File: config.mk
export PLATFORM = sky130hd
export DESIGN_NAME = counter_ctrl_flat
export DESIGN_NICKNAME = d
export VERILOG_FILES = /design/src/rtl/counter_ctrl_if.sv /design/src/rtl/counter_ctrl.sv /design/src/flat_wrapper.sv
export SDC_FILE = /design/constraint.sdc
export NUM_CORES = 1
export LEC_CHECK = 0
export CAP_MARGIN = 20
export CORE_ASPECT_RATIO = 0.9
export CORE_UTILIZATION = 45
export CTS_BUF_LIST = sky130_fd_sc_hd__clkbuf_2 sky130_fd_sc_hd__clkbuf_4 sky130_fd_sc_hd__clkbuf_8
export CTS_CLUSTER_SIZE = 10
export DETAILED_ROUTE_END_ITERATION = 16
export HOLD_SLACK_MARGIN = 0.15
export PLACE_DENSITY = 0.79
export SLEW_MARGIN = 20
export SYNTH_ARGS = -nofsm -noshare
export SYNTH_HDL_FRONTEND = slang
export SYNTH_SLANG_ARGS = --single-unit
export TNS_END_PERCENT = 20
File: constraint.sdc
create_clock -name clk -period 2.3 [get_ports clk]
set_clock_uncertainty 0.15 [all_clocks]
set_input_delay 0.46 -clock clk [delete_from_list [all_inputs] [get_ports clk]]
set_output_delay 0.46 -clock clk [all_outputs]
set_load 0.1 [all_outputs]
File: src/rtl/counter_ctrl_if.sv
// Command handshake between a run-command source and counter_ctrl.
// The master offers start/length/reload with valid; the slave answers with ready.
interface counter_ctrl_if #(
    parameter int WIDTH = 8
);
    logic             cmd_valid;
    logic             cmd_ready;
    logic [WIDTH-1:0] cmd_start;
    logic [WIDTH-1:0] cmd_len;
    logic             cmd_reload;

    modport master (
        output cmd_valid,
        output cmd_start,
        output cmd_len,
        output cmd_reload,
        input  cmd_ready
    );

    modport slave (
        input  cmd_valid,
        input  cmd_start,
        input  cmd_len,
        input  cmd_reload,
        output cmd_ready
    );
endinterface

File: src/rtl/counter_ctrl.sv
// Run-command sequencer for a loadable up-counter: load, enable for len increments,
// pulse done, and flag a sticky error if the fed-back count misses the target.
module counter_ctrl #(
    parameter int WIDTH = 8
) (
    input  logic             clk,
    input  logic             rst,
    counter_ctrl_if.slave    cmd,
    input  logic             abort,
    input  logic [WIDTH-1:0] count,
    output logic             load,
    output logic [WIDTH-1:0] load_value,
    output logic             en,
    output logic             busy,
    output logic             done,
    output logic             err
);
    typedef enum logic [1:0] {IDLE, LOAD, RUN, DONE} state_t;

    state_t           state_reg;
    logic [WIDTH-1:0] len_reg;
    logic             reload_reg;
    logic [WIDTH-1:0] target_reg;
    logic [WIDTH-1:0] rem_reg;
    logic [WIDTH-1:0] load_value_reg;
    logic             err_reg;
    logic             accept;

    assign cmd.cmd_ready = (state_reg == IDLE) && !abort && !rst;
    assign accept        = cmd.cmd_valid && cmd.cmd_ready;

    // Counter-facing outputs depend only on the state register, never on inputs.
    assign load       = (state_reg == LOAD);
    assign en         = (state_reg == RUN);
    assign done       = (state_reg == DONE);
    assign busy       = (state_reg != IDLE);
    assign load_value = load_value_reg;
    assign err        = err_reg;

    always_ff @(posedge clk or posedge rst) begin
        if (rst) begin
            state_reg      <= IDLE;
            len_reg        <= '0;
            reload_reg     <= 1'b0;
            target_reg     <= '0;
            rem_reg        <= '0;
            load_value_reg <= '0;
            err_reg        <= 1'b0;
        end else begin
            case (state_reg)
                IDLE: begin
                    if (accept) begin
                        // load_value_reg doubles as the latched start value for reloads.
                        load_value_reg <= cmd.cmd_start;
                        len_reg        <= cmd.cmd_len;
                        reload_reg     <= cmd.cmd_reload;
                        target_reg     <= cmd.cmd_start + cmd.cmd_len;
                        err_reg        <= 1'b0;
                        state_reg      <= LOAD;
                    end
                end
                LOAD: begin
                    rem_reg <= len_reg;
                    if (abort) begin
                        state_reg <= IDLE;
                    end else if (len_reg != '0) begin
                        state_reg <= RUN;
                    end else begin
                        state_reg <= DONE;
                    end
                end
                RUN: begin
                    rem_reg <= rem_reg - WIDTH'(1);
                    if (abort) begin
                        state_reg <= IDLE;
                    end else if (rem_reg == WIDTH'(1)) begin
                        state_reg <= DONE;
                    end
                end
                DONE: begin
                    if (abort) begin
                        state_reg <= IDLE;
                    end else begin
                        if (count != target_reg) begin
                            err_reg <= 1'b1;
                        end
                        state_reg <= reload_reg ? LOAD : IDLE;
                    end
                end
                default: state_reg <= IDLE;
            endcase
        end
    end
endmodule

File: src/flat_wrapper.sv
// flat-port wrapper written by rule: the top's interface ports become plain ports
module counter_ctrl_flat 
#(
    parameter int WIDTH = 8
)
  (clk, rst, abort, count, load, load_value, en, busy, done, err, cmd_cmd_valid, cmd_cmd_start, cmd_cmd_len, cmd_cmd_reload, cmd_cmd_ready);
  counter_ctrl_if #(.WIDTH(WIDTH)) cmd_i ();
  input  logic clk;
  input  logic rst;
  input  logic abort;
  input  logic [WIDTH-1:0] count;
  output logic load;
  output logic [WIDTH-1:0] load_value;
  output logic en;
  output logic busy;
  output logic done;
  output logic err;
  input wire logic [$bits(cmd_i.cmd_valid)-1:0] cmd_cmd_valid;
  input wire logic [$bits(cmd_i.cmd_start)-1:0] cmd_cmd_start;
  input wire logic [$bits(cmd_i.cmd_len)-1:0] cmd_cmd_len;
  input wire logic [$bits(cmd_i.cmd_reload)-1:0] cmd_cmd_reload;
  output wire logic [$bits(cmd_i.cmd_ready)-1:0] cmd_cmd_ready;
  assign cmd_i.cmd_valid = cmd_cmd_valid;
  assign cmd_i.cmd_start = cmd_cmd_start;
  assign cmd_i.cmd_len = cmd_cmd_len;
  assign cmd_i.cmd_reload = cmd_cmd_reload;
  assign cmd_cmd_ready = cmd_i.cmd_ready;
  counter_ctrl #(.WIDTH(WIDTH)) u_core (.clk(clk), .rst(rst), .cmd(cmd_i), .abort(abort), .count(count), .load(load), .load_value(load_value), .en(en), .busy(busy), .done(done), .err(err));
endmodule
## Yosys cells after proc, flatten, opt, wreduce, memory -nomap -nowiden

Index checks and enable logic that the tools add are counted.

- $add $sub $neg: 2
- $mul: 0
- Divide/modulo/power cells: 0
- Magnitude comparators: 0
- Eq/ne operators: 9
- Shifts and indexed selects: 0
- Mux-type cells: 13
- Bitwise gates (word level): 0
- Reduce and logical (&&, ||, !) cells: 13

Operator list:

| cell | count |
|---|---|
| 8-bit one-hot mux with 2 select lines | 1 |
| 2-bit 2-to-1 mux | 5 |
| 8-bit adder | 1 |
| 8-bit by 1-bit equality test with 1-bit output, second input constant | 1 |
| 8-bit inequality test | 1 |
| 2-bit one-hot mux with 4 select lines | 1 |
| 8-bit nonzero test | 1 |
| 8-bit by 1-bit subtractor with 8-bit output, second input constant | 1 |
| 2-bit nonzero test | 3 |
| 1-bit 2-to-1 mux | 5 |
| 2-bit equality test, second input constant | 2 |
| 2-bit by 1-bit inequality test with 1-bit output, second input constant | 2 |
| 2-bit AND reduction | 2 |
| 4-bit AND reduction | 1 |
| 1-bit logical AND | 3 |
| 3-bit by 2-bit inequality test with 1-bit output, second input constant | 1 |
| 2-bit by 1-bit equality test with 1-bit output, second input constant | 1 |
| 1-bit zero test | 2 |
| 2-bit zero test | 1 |
| 2-bit inequality test, second input constant | 1 |
| 1-bit one-hot mux with 2 select lines | 1 |

- Bits in registers: 36
- Bits in latches: 0
- Bits in writable memories: 0
- ROM bits: 0
- Output and inout bits: 14
- Word-level logic and storage cells: 44
- Memories kept: 0

## Logic depth before layout (Yosys ltp)

- Depth in word-level cells: 6
- Depth in mapped cells: 7
- Depth with buffers taken out: 7

## Worst setup path before layout

Ideal clock, no wire load.

- Path kind: reg-to-reg
- Start point: register u_core.state_reg[0]
- End point: register u_core.target_reg[7]
- Arrival: 3.595 ns
- Slack: -1.511 ns
- Stages on the path, launching flop included: 7
- Period minus slack after synthesis: 3.811 ns
- Path through: dfrtp_1 -> inv_1 -> ha_1 -> nor3b_1 -> nand3_1 -> a211o_1 -> nand2_1

- Cells in the longest elaborated chain, start to end: 5

Ends and longest elaborated chain:

| what | line | source |
|---|---|---|
| start, declared | counter_ctrl.sv:20 | `state_t state_reg;` |
| start signal, assigned | counter_ctrl.sv:87 | `state_reg <= reload_reg ? LOAD : IDLE;` |
| 2-bit zero test | counter_ctrl.sv:29 | `assign cmd.cmd_ready = (state_reg == IDLE) && !abort && !rst;` |
| 1-bit logical AND (2 in a row) | counter_ctrl.sv:29 |  |
| net cmd_cmd_ready | flat_wrapper.sv:22 | `output wire logic [$bits(cmd_i.cmd_ready)-1:0] cmd_cmd_ready;` |
| 1-bit logical AND | counter_ctrl.sv:30 | `assign accept = cmd.cmd_valid && cmd.cmd_ready;` |
| 2-bit AND reduction (no source line) | -- |  |
| end signal, assigned | counter_ctrl.sv:57 | `target_reg <= cmd.cmd_start + cmd.cmd_len;` |
| end, declared | counter_ctrl.sv:23 | `logic [WIDTH-1:0] target_reg;` |

The timed path passes the listed nets, and every way through them passes these cells.
A chain may end at the register's enable or synchronous reset.

## Worst setup path in the final report

- Start point: input port cmd_cmd_len[0]
- End point: register u_core.target_reg[6]

- Cells in the longest elaborated chain, start to end: 1

Ends and longest elaborated chain:

| what | line | source |
|---|---|---|
| start, declared | flat_wrapper.sv:20 | `input wire logic [$bits(cmd_i.cmd_len)-1:0] cmd_cmd_len;` |
| 8-bit adder | counter_ctrl.sv:57 |  |

Every way passes these cells.

==> qor.csv <==
stage;metric;value;unit
die;fp-row-count;23;
worst_setup_path;startpoint_type;primary input;
power_and_ir_drop;total_power;4.09;mW
sta;setup_viol;0;
worst_setup_path;r2r_slack;0.38;ns
power_and_ir_drop;p_per_area;1410;mW/mm2
die;fp.dieW;74.9;um
detailed_routing;via_per_inst;5.46;
detailed_routing;dr.pass1.iters;4;
worst_setup_path;cpMaxStageDelayCell;or4_1;
die;initial_utilization;47.7;%
layout;stdcell_area;0.00289;mm2
die;die_area;0.00507;mm2
sta;tns;0;ns
worst_setup_path;arrival;2.30;ns
worst_setup_path;max_stage_delay;0.47;ns
grt;grt_max_degree;37;
grt;grt.total_usage;21.2;%
power_and_ir_drop;ir_worst_vdd;1.04;mV
sta;layout_min_cycle_time;2.22;ns
synth;yosys_warnings;0;
worst_setup_path;path_buf_inv;2;
clock_tree;tritoncts;built;
clock_tree;cts_buffers;5;
placed_design;place_area;0.00279;mm2
worst_setup_path;crit_path_max_fanout;3;
grt;grt_pass1_vias;1641;
sta;post-route-period-util;96.7;%
clock_tree;htreeDepth;2;
grt;grt_overflow_total;0;
detailed_routing;drtIter0Drc;111;
sta;slew_headroom;69.2;%
placed_design;detailed_place_hpwl;3690;um
worst_setup_path;crit_path_end_kind;flop;
die;die_h;67.6;um
clock_tree;clk_latency;0.29;ns
layout;final_nets;309;
worst_setup_path;critPathTopFamily;simple AND/OR/NAND/NOR gates;
power_and_ir_drop;cellLeakagePower;1.26;nW
clock_tree;cts.sinks;36;
worst_setup_path;crit_chain;clkdlybuf4s50_1 > ha_1 > inv_1 > fa_1 > nor2b_4 > o31a_1 > or4_1 > nand3_1;
sta;worstMarginPinSlew;0.462;ns
detailed_routing;routed_wl;4950;um
detailed_routing;drc;0;
min_path;min_path_type;reg -> reg;
layout;layout_common_cells;dfrtp_1 (36), clkdlybuf4s50_1 (28), buf_4 (26);
status;status;finished, final reports clean;
synth;synth_seq_cells;36;
layout;diodes;0;
synth;syn_inst;206;
placed_design;port_buffers;42;
synth;async_reset_ff_share;100;%
synth;syn_area;0.00215;mm2
die;num_io_pins;43;
detailed_routing;antenna_left;0;
worst_setup_path;critPathRequiredTime;2.37;ns
clock_tree;ctsRootBufferMaster;clkbuf_8;
layout;fillers;376;
synth;ys_types;43;
layout;layout-drive-gt1-share;22.6;%
detailed_routing;num_vias;1790;
clock_tree;clkSlewWorstSetupHoldPaths;0.07;ns
sta;hold_viol;0;
die;design.core.area;0.00452;mm2
worst_setup_path;worst-setup-path-type;in -> reg;
layout;layout.cells.most_common;dfrtp_1;
detailed_routing;wire_per_inst;15.1;um
synth;synth_edf_count;0;
grt;grt_pass1_wl;7880;um
synth;syn-num-nets;250;
sta;rsz0062_at_grt;false;
placed_design;place_congestion;0.825;
layout;area.growth.synth_to_final;34.4;%
sta;finalMaxSlewViolations;0;
sta;clock.fmax;450;MHz
run;cap_violations;0;
clock_tree;clk_path_buf_depth;2;
synth;synth_ff_type;dfrtp_1;
synth;syn_area_per_cell;10.5;um2
grt;antenna_found_initial;0;
synth;yosysSeqAreaShare;41.8;%
-- final timing paths --
check | from | end | depth (start not counted)
max in group asynchronous | rst | u_core.load_value[1]$_DFFE_PP0P_ | 3
setup reg to reg | u_core.state_reg[0]$_DFFE_PP0P_ | u_core.target_reg[7]$_DFFE_PP0P_ | 6
hold / removal | u_core.load_value[1]$_DFFE_PP0P_ | u_core.load_value[1]$_DFFE_PP0P_ | 2
hold reg to reg | u_core.load_value[1]$_DFFE_PP0P_ | u_core.load_value[1]$_DFFE_PP0P_ | 2
min in group asynchronous | rst | u_core.len_reg[7]$_DFFE_PP0P_ | 3
setup / recovery | cmd_cmd_len[0] | u_core.target_reg[6]$_DFFE_PP0P_ | 8
-- worst min-delay path, cell delays in order, from the launching register on --
cell	delay [ns]
dfrtp_1	0.34
nand2_1	0.05
o21ai_0	0.07
-- through the flow --
step	util [%]	setup slack [ns]	hold slack [ns]	cells
after floorplan	-	-0.00171	0.320	206
after detailed placement	61.7	-0.210	0.333	320
final	64.1	0.0762	0.342	328
after global routing	64.1	0.0182	0.382	328
after global placement	61.7	-0.160	0.319	320
after CTS	63.8	0.0847	0.349	328
-- cell families after synthesis --
family,Yosys count,share of synthesized area [%]
compound gates,51,16.0
xor+xnor,10,4.07
fa+ha+maj,15,9.06
buf+inv,19,3.66
flops,36,41.8
mux,20,10.2
simple gates,55,15.2
-- routing by layer --
| layer | global-route usage (%) | share of wire (%) |
|---|---|---|
| met1 | 29.8 | 48 |
| met2 | 31.9 | 45 |
| met3 | 3.88 | 6.2 |
| met4 | 8.96 | 0.95 |
| met5 | 0 | 0 |
-- layout make-up --
cell class	count	area [um2]	area share [%]
Tap cell	62	77.6	2.68
Timing Repair Buffer	59	576	19.9
Inverter	12	45.0	1.56
Clock buffer	8	97.6	3.37
Sequential cell	36	901	31.1
Multi-Input combinational cell	151	1200	41.4
-- cells in the mapped netlist (4+ instances only) --
master | n | share of area, %
o21ai_0 | 13 | 3.0
a21oi_1 | 7 | 1.6
mux2_2 | 16 | 8.4
nand2_1 | 17 | 3.0
inv_1 | 12 | 2.1
nand3_1 | 8 | 1.9
a21boi_0 | 4 | 1.4
nor2_1 | 8 | 1.4
a2bb2oi_1 | 4 | 1.6
ha_1 | 14 | 8.1
nor3b_1 | 6 | 2.1
dfrtp_1 | 36 | 42
a211oi_1 | 5 | 1.7
mux2i_1 | 4 | 1.9
xnor2_1 | 7 | 2.8
-- where the power goes --
group	internal (mW)	switching, mW	leakage [nW]
Combinational	0.906	1.47	0.766
Sequential	0.955	0.267	0.437
Clock	0.268	0.222	0.0523
Total	2.13	1.96	1.26
-- repair_timing --
action                     CTS  global route
setup endpoints to repair    0             1
gates resized for setup      0             1
buffers inserted             0             0
hold buffers                 0             0
Note: power is estimated with default switching activity, not from simulation.
